## src/rtl/vx_barrier_ctrl.sv

```systemverilog
`default_nettype none
// ============================================================================
//  Module      : vx_barrier_ctrl
//  Description : Per-core warp barrier controller. Collects warp arrivals per
//                barrier ID, releases local barriers directly and escalates
//                global barriers to the cluster over a valid/ready uplink,
//                releasing them when the cluster responds.
//  Revision    : 1.0 - initial release
// ============================================================================
module vx_barrier_ctrl #(
  parameter int NUM_WARPS    = 4,
  parameter int NUM_BARRIERS = 8,
  parameter int NUM_CORES    = 4,
  localparam int NW_BITS     = (NUM_WARPS > 1) ? $clog2(NUM_WARPS) : 1,
  localparam int NB_BITS     = (NUM_BARRIERS > 1) ? $clog2(NUM_BARRIERS) : 1,
  localparam int NC_BITS     = (NUM_CORES > 1) ? $clog2(NUM_CORES) : 1,
  localparam int SIZEW       = (NW_BITS > NC_BITS) ? NW_BITS : NC_BITS
) (
  input  logic                 clk,
  input  logic                 reset,
  // arrivals from the execute unit
  input  logic                 req_valid,
  output logic                 req_ready,
  input  logic [NW_BITS-1:0]   req_wid,
  input  logic [NB_BITS-1:0]   req_id,
  input  logic                 req_is_global,
  input  logic [SIZEW-1:0]     req_size_m1,
  // release towards the warp scheduler
  output logic                 release_valid,
  output logic [NB_BITS-1:0]   release_id,
  output logic [NUM_WARPS-1:0] release_wmask,
  output logic [NUM_WARPS-1:0] stalled_wmask,
  // cluster uplink
  output logic                 gbar_req_valid,
  input  logic                 gbar_req_ready,
  output logic [NB_BITS-1:0]   gbar_req_id,
  input  logic                 gbar_rsp_valid,
  input  logic [NB_BITS-1:0]   gbar_rsp_id
);

  typedef enum logic [1:0] {
    S_IDLE    = 2'd0,
    S_COLLECT = 2'd1,
    S_GPEND   = 2'd2,
    S_GWAIT   = 2'd3
  } bar_state_t;

  bar_state_t           state_q [NUM_BARRIERS];
  bar_state_t           state_d [NUM_BARRIERS];
  logic [NUM_WARPS-1:0] wmask_q [NUM_BARRIERS];
  logic [NUM_WARPS-1:0] wmask_d [NUM_BARRIERS];
  logic [SIZEW-1:0]     count_q [NUM_BARRIERS];
  logic [SIZEW-1:0]     count_d [NUM_BARRIERS];
  logic [SIZEW-1:0]     size_q  [NUM_BARRIERS];
  logic [SIZEW-1:0]     size_d  [NUM_BARRIERS];
  logic                 glob_q  [NUM_BARRIERS];
  logic                 glob_d  [NUM_BARRIERS];

  logic                 arr_acc;
  logic [NUM_WARPS-1:0] arr_bit;
  logic [NUM_WARPS-1:0] arr_merged;
  logic [SIZEW:0]       cnt_inc;
  logic                 arr_last;

  logic                 rel_valid_d;
  logic [NB_BITS-1:0]   rel_id_d;
  logic [NUM_WARPS-1:0] rel_mask_d;

  logic                 gsel_valid;
  logic [NB_BITS-1:0]   gsel_id;
  logic                 gbar_hold;

  // Arrivals to entries already escalated stall; a cluster release owns the
  // release path this cycle, so arrivals stall then as well.
  assign req_ready = ~gbar_rsp_valid &
                     ((state_q[req_id] == S_IDLE) | (state_q[req_id] == S_COLLECT));

  assign arr_acc   = req_valid & req_ready;
  assign gbar_hold = gbar_req_valid & ~gbar_req_ready;

  // Next-state of all entries, the release to register and the next uplink pick.
  always_comb begin
    for (int i = 0; i < NUM_BARRIERS; i++) begin
      state_d[i] = state_q[i];
      wmask_d[i] = wmask_q[i];
      count_d[i] = count_q[i];
      size_d[i]  = size_q[i];
      glob_d[i]  = glob_q[i];
    end
    rel_valid_d = 1'b0;
    rel_id_d    = '0;
    rel_mask_d  = '0;
    arr_bit     = NUM_WARPS'(1) << req_wid;
    arr_merged  = wmask_q[req_id] | arr_bit;
    cnt_inc     = {1'b0, count_q[req_id]} + {{SIZEW{1'b0}}, 1'b1};
    arr_last    = (cnt_inc == {1'b0, size_q[req_id]});

    if (arr_acc) begin
      case (state_q[req_id])
        S_IDLE: begin
          size_d[req_id]  = req_size_m1;
          glob_d[req_id]  = req_is_global;
          count_d[req_id] = '0;
          if (req_size_m1 == '0) begin
            // single-warp barrier completes on its first arrival
            if (req_is_global) begin
              state_d[req_id] = S_GPEND;
              wmask_d[req_id] = arr_bit;
            end else begin
              rel_valid_d = 1'b1;
              rel_id_d    = req_id;
              rel_mask_d  = arr_bit;
            end
          end else begin
            state_d[req_id] = S_COLLECT;
            wmask_d[req_id] = arr_bit;
          end
        end
        S_COLLECT: begin
          // a warp already recorded is accepted without counting again
          if ((wmask_q[req_id] & arr_bit) == '0) begin
            if (arr_last) begin
              if (glob_q[req_id]) begin
                state_d[req_id] = S_GPEND;
                wmask_d[req_id] = arr_merged;
              end else begin
                state_d[req_id] = S_IDLE;
                wmask_d[req_id] = '0;
                count_d[req_id] = '0;
                rel_valid_d     = 1'b1;
                rel_id_d        = req_id;
                rel_mask_d      = arr_merged;
              end
            end else begin
              wmask_d[req_id] = arr_merged;
              count_d[req_id] = cnt_inc[SIZEW-1:0];
            end
          end
        end
        default: ;
      endcase
    end

    // cluster release; arrivals are blocked this cycle so no collision
    if (gbar_rsp_valid && (state_q[gbar_rsp_id] == S_GWAIT)) begin
      state_d[gbar_rsp_id] = S_IDLE;
      wmask_d[gbar_rsp_id] = '0;
      count_d[gbar_rsp_id] = '0;
      rel_valid_d          = 1'b1;
      rel_id_d             = gbar_rsp_id;
      rel_mask_d           = wmask_q[gbar_rsp_id];
    end

    if (gbar_req_valid && gbar_req_ready) begin
      state_d[gbar_req_id] = S_GWAIT;
    end

    // lowest-index pending global entry after this cycle's updates
    gsel_valid = 1'b0;
    gsel_id    = '0;
    for (int i = NUM_BARRIERS - 1; i >= 0; i--) begin
      if (state_d[i] == S_GPEND) begin
        gsel_valid = 1'b1;
        gsel_id    = NB_BITS'(i);
      end
    end
  end

  // Warps held anywhere, including the mask being released this cycle.
  always_comb begin
    stalled_wmask = release_valid ? release_wmask : '0;
    for (int i = 0; i < NUM_BARRIERS; i++) begin
      if (state_q[i] != S_IDLE) stalled_wmask = stalled_wmask | wmask_q[i];
    end
  end

  // Entry state, release pulse and uplink request registers.
  always_ff @(posedge clk or posedge reset) begin
    if (reset) begin
      for (int i = 0; i < NUM_BARRIERS; i++) begin
        state_q[i] <= S_IDLE;
        wmask_q[i] <= '0;
        count_q[i] <= '0;
        size_q[i]  <= '0;
        glob_q[i]  <= 1'b0;
      end
      release_valid  <= 1'b0;
      release_id     <= '0;
      release_wmask  <= '0;
      gbar_req_valid <= 1'b0;
      gbar_req_id    <= '0;
    end else begin
      for (int i = 0; i < NUM_BARRIERS; i++) begin
        state_q[i] <= state_d[i];
        wmask_q[i] <= wmask_d[i];
        count_q[i] <= count_d[i];
        size_q[i]  <= size_d[i];
        glob_q[i]  <= glob_d[i];
      end
      release_valid <= rel_valid_d;
      release_id    <= rel_id_d;
      release_wmask <= rel_mask_d;
      // the offered request stays fixed until the cluster takes it
      if (gbar_hold) begin
        gbar_req_valid <= 1'b1;
        gbar_req_id    <= gbar_req_id;
      end else begin
        gbar_req_valid <= gsel_valid;
        gbar_req_id    <= gsel_id;
      end
    end
  end

endmodule
`default_nettype wire

```

## config.mk

```make
export PLATFORM = sky130hd
export DESIGN_NAME = vx_barrier_ctrl
export DESIGN_NICKNAME = d
export VERILOG_FILES = /design/src/rtl/vx_barrier_ctrl.sv
export SDC_FILE = /design/constraint.sdc
export NUM_CORES = 1
export LEC_CHECK = 0
export BUFFER_PORTS_ARGS = -buffer_cell sky130_fd_sc_hd__buf_2
export CORE_MARGIN = 2
export CORE_UTILIZATION = 60
export CTS_BUF_LIST = sky130_fd_sc_hd__clkbuf_2
export DETAILED_ROUTE_END_ITERATION = 8
export PLACE_DENSITY = 0.8
export SETUP_SLACK_MARGIN = 0.15
export SYNTH_ARGS = -nofsm -noshare
export SYNTH_HDL_FRONTEND = slang
export SYNTH_SLANG_ARGS = --single-unit
```

## constraint.sdc

```tcl
create_clock -name clk -period 5.1 [get_ports clk]
set_clock_uncertainty 0.1 [all_clocks]
set_input_delay 0 -clock clk [delete_from_list [all_inputs] [get_ports clk]]
set_output_delay 0 -clock clk [all_outputs]
set_load 0.01 [all_outputs]
```

Yosys cells after proc, flatten, opt, wreduce, memory -nomap -nowiden --
Index checks and enable logic that the tools add are counted.
Storage, ports and cells: register bits 100, latch bits 0, RAM bits 0, memory bits (read-only) 0, input port bits 16, output and inout port bits 17, logic and storage cells 228, memories 0
Operators by class: add/subtract/negate cells 1, multipliers 0, divide/modulo/power cells 0, $lt $le $gt $ge 6, eq/ne operators 11, shifts and indexed selects 1, muxes and demuxes 111, bitwise gates (word level) 36, reduce and logical (&&, ||, !) cells 17
Operator list (count):
- $mux W32 | 7
- $mux W16 | 13
- $mux W4 | 22
- $and A16 B16 Y16 | 4
- $and A32 B32 Y32 | 2
- $bwmux W32 | 2
- $not A32 Y32 | 2
- $pmux W16 S2 | 2
- $pmux W32 S2 | 1
- $mux W3 | 15
- $or A4 B4 Y4 | 9
- $bwmux W16 | 2
- $not A16 Y16 | 2
- $bmux W2 S3 | 4
- $bmux W4 S3 | 2
- $demux W4 S3 | 2
- $mux W2 | 11
- $mux W1 | 19
- $demux W2 S3 | 3
- $eq A2 B2 Y1 const B | 9
- $and A8 B8 Y8 | 2
- $not A8 Y8 | 2
- $or A16 B16 Y16 | 1
- $or A8 B8 Y8 | 2
- other kinds (22) | 43

Logic depth before layout (Yosys ltp) --
depth after elaboration 26, depth in mapped cells 16, gate-level depth less buffers 12

Worst setup path after synthesis --
Ideal clock, no wire load.
kind input to register, from input port req_id[1], to register gbar_req_id[1], library setup time 0.081 ns, arrival 3.060 ns, data required time 4.919 ns, setup slack 1.859 ns, cell stages on the path 15, path buffers 4, cell sequence buf_6 -> buf_2 -> buf_2 -> mux4_2 -> nand2_1 -> o31ai_1 -> ha_1 -> xor2_1 -> and4_1 -> buf_2 -> and2_4 -> a31o_1 -> a31o_1 -> or4b_4 -> o211ai_2
On the way: longest elaborated chain between the ends 25, elaborated cells on any way between the ends 65, classes of those cells add/sub (1); order compare (2); eq/ne (10); mux (34); bitwise (15); reduce/logical (3)
RTL lines:
- from (decl) | RTL line 25 | input logic [NB_BITS-1:0] req_id,
- $not A3 Y4 (not written as such) *
- $ge A4 B4 Y1 (not written as such) / $lt A4 B1 Y1 (equally long branches)
- $logic_and A1 B1 Y1 (not written as such)
- $mux W2 (not written as such)
- $demux W2 S3
- $not A16 Y16 (no line) / $not A8 Y8 (equally long branches)
- $and A16 B16 Y16 (no line) / $and A8 B8 Y8 (equally long branches)
- $mux W16 | RTL line 123 | if (glob_q[req_id]) begin
- [... 3 more ...]
- $mux W16 * | RTL line 98 | if (arr_acc) begin
- $and A16 B16 Y16 (no line)
- $mux W16 * | RTL line 145 | if (gbar_rsp_valid && (state_q[gbar_rsp_id] == S_GWAIT)) begin
- $or A16 B16 Y16 (no line)
- $mux W16 * | RTL line 154 | if (gbar_req_valid && gbar_req_ready) begin
- $eq A2 B2 Y1 | RTL line 162 | if (state_d[i] == S_GPEND) begin
- $mux W3 (7 in series) | RTL line 162
- $mux W3 * | RTL line 162
- to (signal assigned) | RTL line 206 | gbar_req_id <= gbar_req_id;
- to (signal assigned) | RTL line 209 | gbar_req_id <= gsel_id;
- to (decl) | RTL line 36 | output logic [NB_BITS-1:0] gbar_req_id,
Every way passes the cells marked *; elsewhere a longest branch is shown, timed or not. The select of a mux whose other input is x is not followed. A chain may end at the register's enable or synchronous reset.

Worst setup path after layout --
from input port req_id[0], to register release_id[1]
On the way: longest elaborated chain between the ends 11, elaborated cells on any way between the ends 31, classes of those cells add/sub (1); eq/ne (2); mux (21); bitwise (5); reduce/logical (2)
RTL lines:
- $not A3 Y4 (not written as such) *
- $bmux W2 S3 | RTL line 95 | cnt_inc = {1'b0, count_q[req_id]} + {{SIZEW{1'b0}}, 1'b1};
- $mux W2 (not written as such) (2 in series) | RTL line 95
- $add A2 B1 Y3 | RTL line 95
- $eq A3 B2 Y1 | RTL line 96 | arr_last = (cnt_inc == {1'b0, size_q[req_id]});
- $mux W3 | RTL line 122 | if (arr_last) begin
- $mux W3 | RTL line 121 | if ((wmask_q[req_id] & arr_bit) == '0) begin
- $pmux W3 S2 | RTL line 99 | case (state_q[req_id])
- $mux W3 * | RTL line 98
- $mux W3 * | RTL line 145
- net rel_id_d[1] | RTL line 66 | logic [NB_BITS-1:0] rel_id_d;
- to (signal assigned) | RTL line 201 | release_id <= rel_id_d;
- to (decl) | RTL line 30 | output logic [NB_BITS-1:0] release_id,
Mark *: on every way through the listed nets, which the timed path passes. The rest lies on a longest branch. The select of a mux whose other input is x is not followed.

==> metrics.md <==
| Metric | Value |
|---|---|
| Outcome | finished, final reports clean |
| Fraction of registers with async set or reset after synthesis | 1.000 |
| DR vias | 6,467 |
| Critical Path Max Stage Delay | 0.58 ns |
| Number of setup violations in the final report | 0 |
| Post-synth EDFFs | 0 |
| Layout fillers | 915 |
| Clock Power Share | 0.109 |
| CP arrival | 4.80 ns |
| Post-Route WL | 23,610 um |
| Worst Hold Depth | 3 |
| Largest area contributor in the netlist | dfrtp_1 |
| DR vias/cell | 7.332 |
| Clock buffer depth | 2 |
| Vias in the first global route | 6,085 |
| Synth top area cells | dfrtp_1 (38%), mux4_2 (5.5%), mux2_2 (5.0%) |
| Sequential fraction of design power | 0.440 |
| R2r endpoint | release_id[1] |
| VDD IR max | 0.2809 mV |
| Final core area utilization | 0.6587 |
| Comb power frac | 0.451 |
| P_int | 1.856 mW |
| Rows | 38 |
| Avg Inst Size Synth | 9.384 um2 |
| Antenna cell count | 0 |
| IO Pins | 33 |
| Ys Warns | 0 |
| Reg clk slew, reported paths | 0.28 ns |
| Resize count post-CTS | 0 |
| Rel. slew slack | 0.4331 |
| Worst Hold Endpoint | size_q[0] |
| Global-route wire length before repair | 35,900 um |
| DP HPWL | 17,290 um |
| Htree depth | 3 |
| Postcts setup bufs | 0 |
| P&R area growth vs syn | 7.752% |
| Startpoint Class | primary input |
| Register bit total from synthesis | 100 |
| Total global routing overflow | 0 |
| Unrepaired setup endpoints after global routing | no |
| Drt first pass iters | 8 |
| # clock sinks | 100 |
| Placed instance count | 848 |
| Worst slack, placed | 1.022 ns |
| Die height | 108.6 um |
| R2R Setup Slk | 1.01 ns |
| Initial DRC Count | 952 |
| Crit path cell chain | dlygate4sd3_1 > buf_2 > inv_1 > nor3_1 > a32oi_1 > nand4_1 > ha_1 > xor2_1 > and4_1 > nand2_1 > nor3_1 > o21ai_1 > o21ai_0 > dlygate4sd3_1 |
| Sw Ratio | 0.4650 |
| Final Critical Period | 4.308 ns |
| Clock Latency Late Sink | 0.65 ns |
| Fraction of layout cells with a size suffix above 1 | 0.1927 |
| PwrDens | 490.0 nW/um2 |
| Power Total | 3.468 mW |
| TritonCTS Buffers | 9 |
| Crit path kind | primary input to flop |
| Final Cycle Share | 0.8447 |
| Chip Width | 108.6 um |
| CTS tree | built |
| Post-Syn Area | 6569 um2 |
| Final Max Slew Viols | 0 |
| Post-route ant nets | 0 |
| Switching power | 1.612 mW |
| CP Data Required Time | 5.59 ns |
| CORE AREA | 10,750 um2 |
| Crit-path max FO | 29 |
| Max-cap violations | 0 |
| Final nets | 754 |
| Sequential area share after synthesis | 0.3810 |
| Slowest cell on crit path | and4_1 |
| Synth top area share | 0.3810 |
| Initial Util | 0.6113 |
| Gpl congestion | 1.100 |
| Final hold vios | 0 |
| Routed len/inst | 26.77 um |
| Synth unique cells | 79 |
| FF-to-FF Start | count_q[12] |
| Initial antenna violation count | 0 |
| Root Driver | clkbuf_2 |
| Reg2reg path depth | 11 |
| Hold path start | req_size_m1[0] |
| Remaining DRCs | 0 |
| Worst hold path type | primary input to flop |
| Syn Nets | 717 |
| Worst Tran Pin Value | 0.8439 ns |
| Setup ws final | 0.7920 ns |
| Largest net degree at the start of global routing | 64 |
| Final std cells w/o fill | 882 |
| Leak pwr | 3.054 nW |
| Setup TNS | 0 ns |
| Buffers on Ports | 32 |
| Die Footprint | 11,800 um2 |
| Crit. End Element | flop |
| Main flop type after synthesis | dfrtp_1 |
| Overall routing resource usage | 0.4178 |
| Cell count after synthesis | 700 |
| Fmax | 0.2321 GHz |
power by group through the flow:
stage | logic [mW] | clock network (mW) | registers, mW
floorplan | 1.15 | 0 | 1.31
CTS | 1.53 | 0.378 | 1.49
global placement | 1.48 | 0 | 1.50
detailed placement | 1.51 | 0 | 1.50
finish | 1.57 | 0.378 | 1.52
global route | 1.69 | 0.412 | 1.53
per-stage QoR:
step	hold WS, ns	instance area, um2
2_1_floorplan	-0.05247	6569
3_3_place_gp	-0.04241	6797
3_5_place_dp	-0.02113	6797
4_1_cts	0.1121	7078
5_1_grt	0.1384	7078
6_report	0.1300	7078
state kept, by name, indices dropped and copies added, names as in the netlist:
name and cells:
gbar_req_id 3, release_id 3, count_q 16, release_wmask 4, state_q 16, release_valid 1
glob_q 8, size_q 16, gbar_req_valid 1, wmask_q 32
Yosys cell counts (4+ instances only):
cell type	instances
mux2_2	29
xor2_1	5
nand4_1	8
buf_2	10
buf_4	5
a21oi_1	29
mux2i_1	17
mux4_1	4
nor2_1	81
buf_6	4
a221o_1	4
o221a_2	21
a211oi_1	6
dfrtp_1	100
and2_1	7
nor2b_1	14
clkbuf_1	14
nand3b_1	4
inv_1	13
nand2_1	68
a22oi_1	24
mux4_2	16
a31oi_1	16
nand3_1	27
nor3_1	17
nand2b_1	5
o21ai_0	60
o22ai_1	7
and3_1	4
what timing repair did:
item	in CTS	in global routing
setup endpoints to repair	0	0
hold buffers	18	0
hold endpoints to repair	172	0
final cells by class:
type	instances	area [um2]	share of cell area
Clock buffer	10	50.05	0.007071
Inverter	14	55.05	0.007778
Clock inverter	6	51.30	0.007248
Sequential cell	100	2502	0.3535
Multi-Input combinational cell	551	3821	0.5399
Timing Repair Buffer	61	422.9	0.05975
Tap cell	140	175.2	0.02475
placed cells by master, fill, tap and decap left out, drive strengths merged, types with 18 or more instances in the layout:
cell and instances:
mux4 20, a21oi 30, o21ai 62, mux2 31
a22oi 24, nand2 68, dfrtp 100, buf 43
nor2 84, o221a 21, nand3 27, dlygate4sd3 18
inv 18
critical path, delay by kind of cell:
kind                       cells  cell delay (ns)
buffers and inverters          4             1.92
xor gates and xnor gates       1             0.16
adders and majority gates      1             0.25
and+or+nand+nor                5             1.85
AOI/OAI and AO/OA              3             0.61
routing by layer:
| layer | track usage | up-vias | wire length (um) |
|---|---|---|---|
| met2 | 0.6304 | 508 | 10390 |
| li1 | - | 2753 | - |
| met3 | 0.1166 | 137 | 2754 |
| met4 | 0.2253 | 0 | 1716 |
| met5 | 0 | - | 0 |
| met1 | 0.5484 | 3069 | 8741 |
kinds of logic (layout without fill, tap and decap cells):
family          Yosys count  count (layout)  share of synthesized area
mux                      68              68                     0.1505
buf+inv                  49              91                    0.03733
flops                   100             100                     0.3810
xor+xnor                  5               5                   0.006666
simple gates            260             260                     0.1907
fa+ha+maj                 1               1                   0.001904
compound gates          217             217                     0.2320
worst max path at each step:
stage / start / to / slack [ns] / cells past startpoint
2_1_floorplan: req_id[1] / gbar_req_id[1] / 1.86 / 15
3_3_place_gp: req_id[1] / gbar_req_id[1] / 0.95 / 13
3_5_place_dp: req_id[1] / gbar_req_id[1] / 1.02 / 10
4_1_cts: req_id[2] / release_id[1] / 0.93 / 14
5_1_grt: req_id[2] / release_id[1] / 0.46 / 14
6_report: req_id[0] / release_id[1] / 0.79 / 14
No activity file was read; power rests on OpenSTA's default activity.
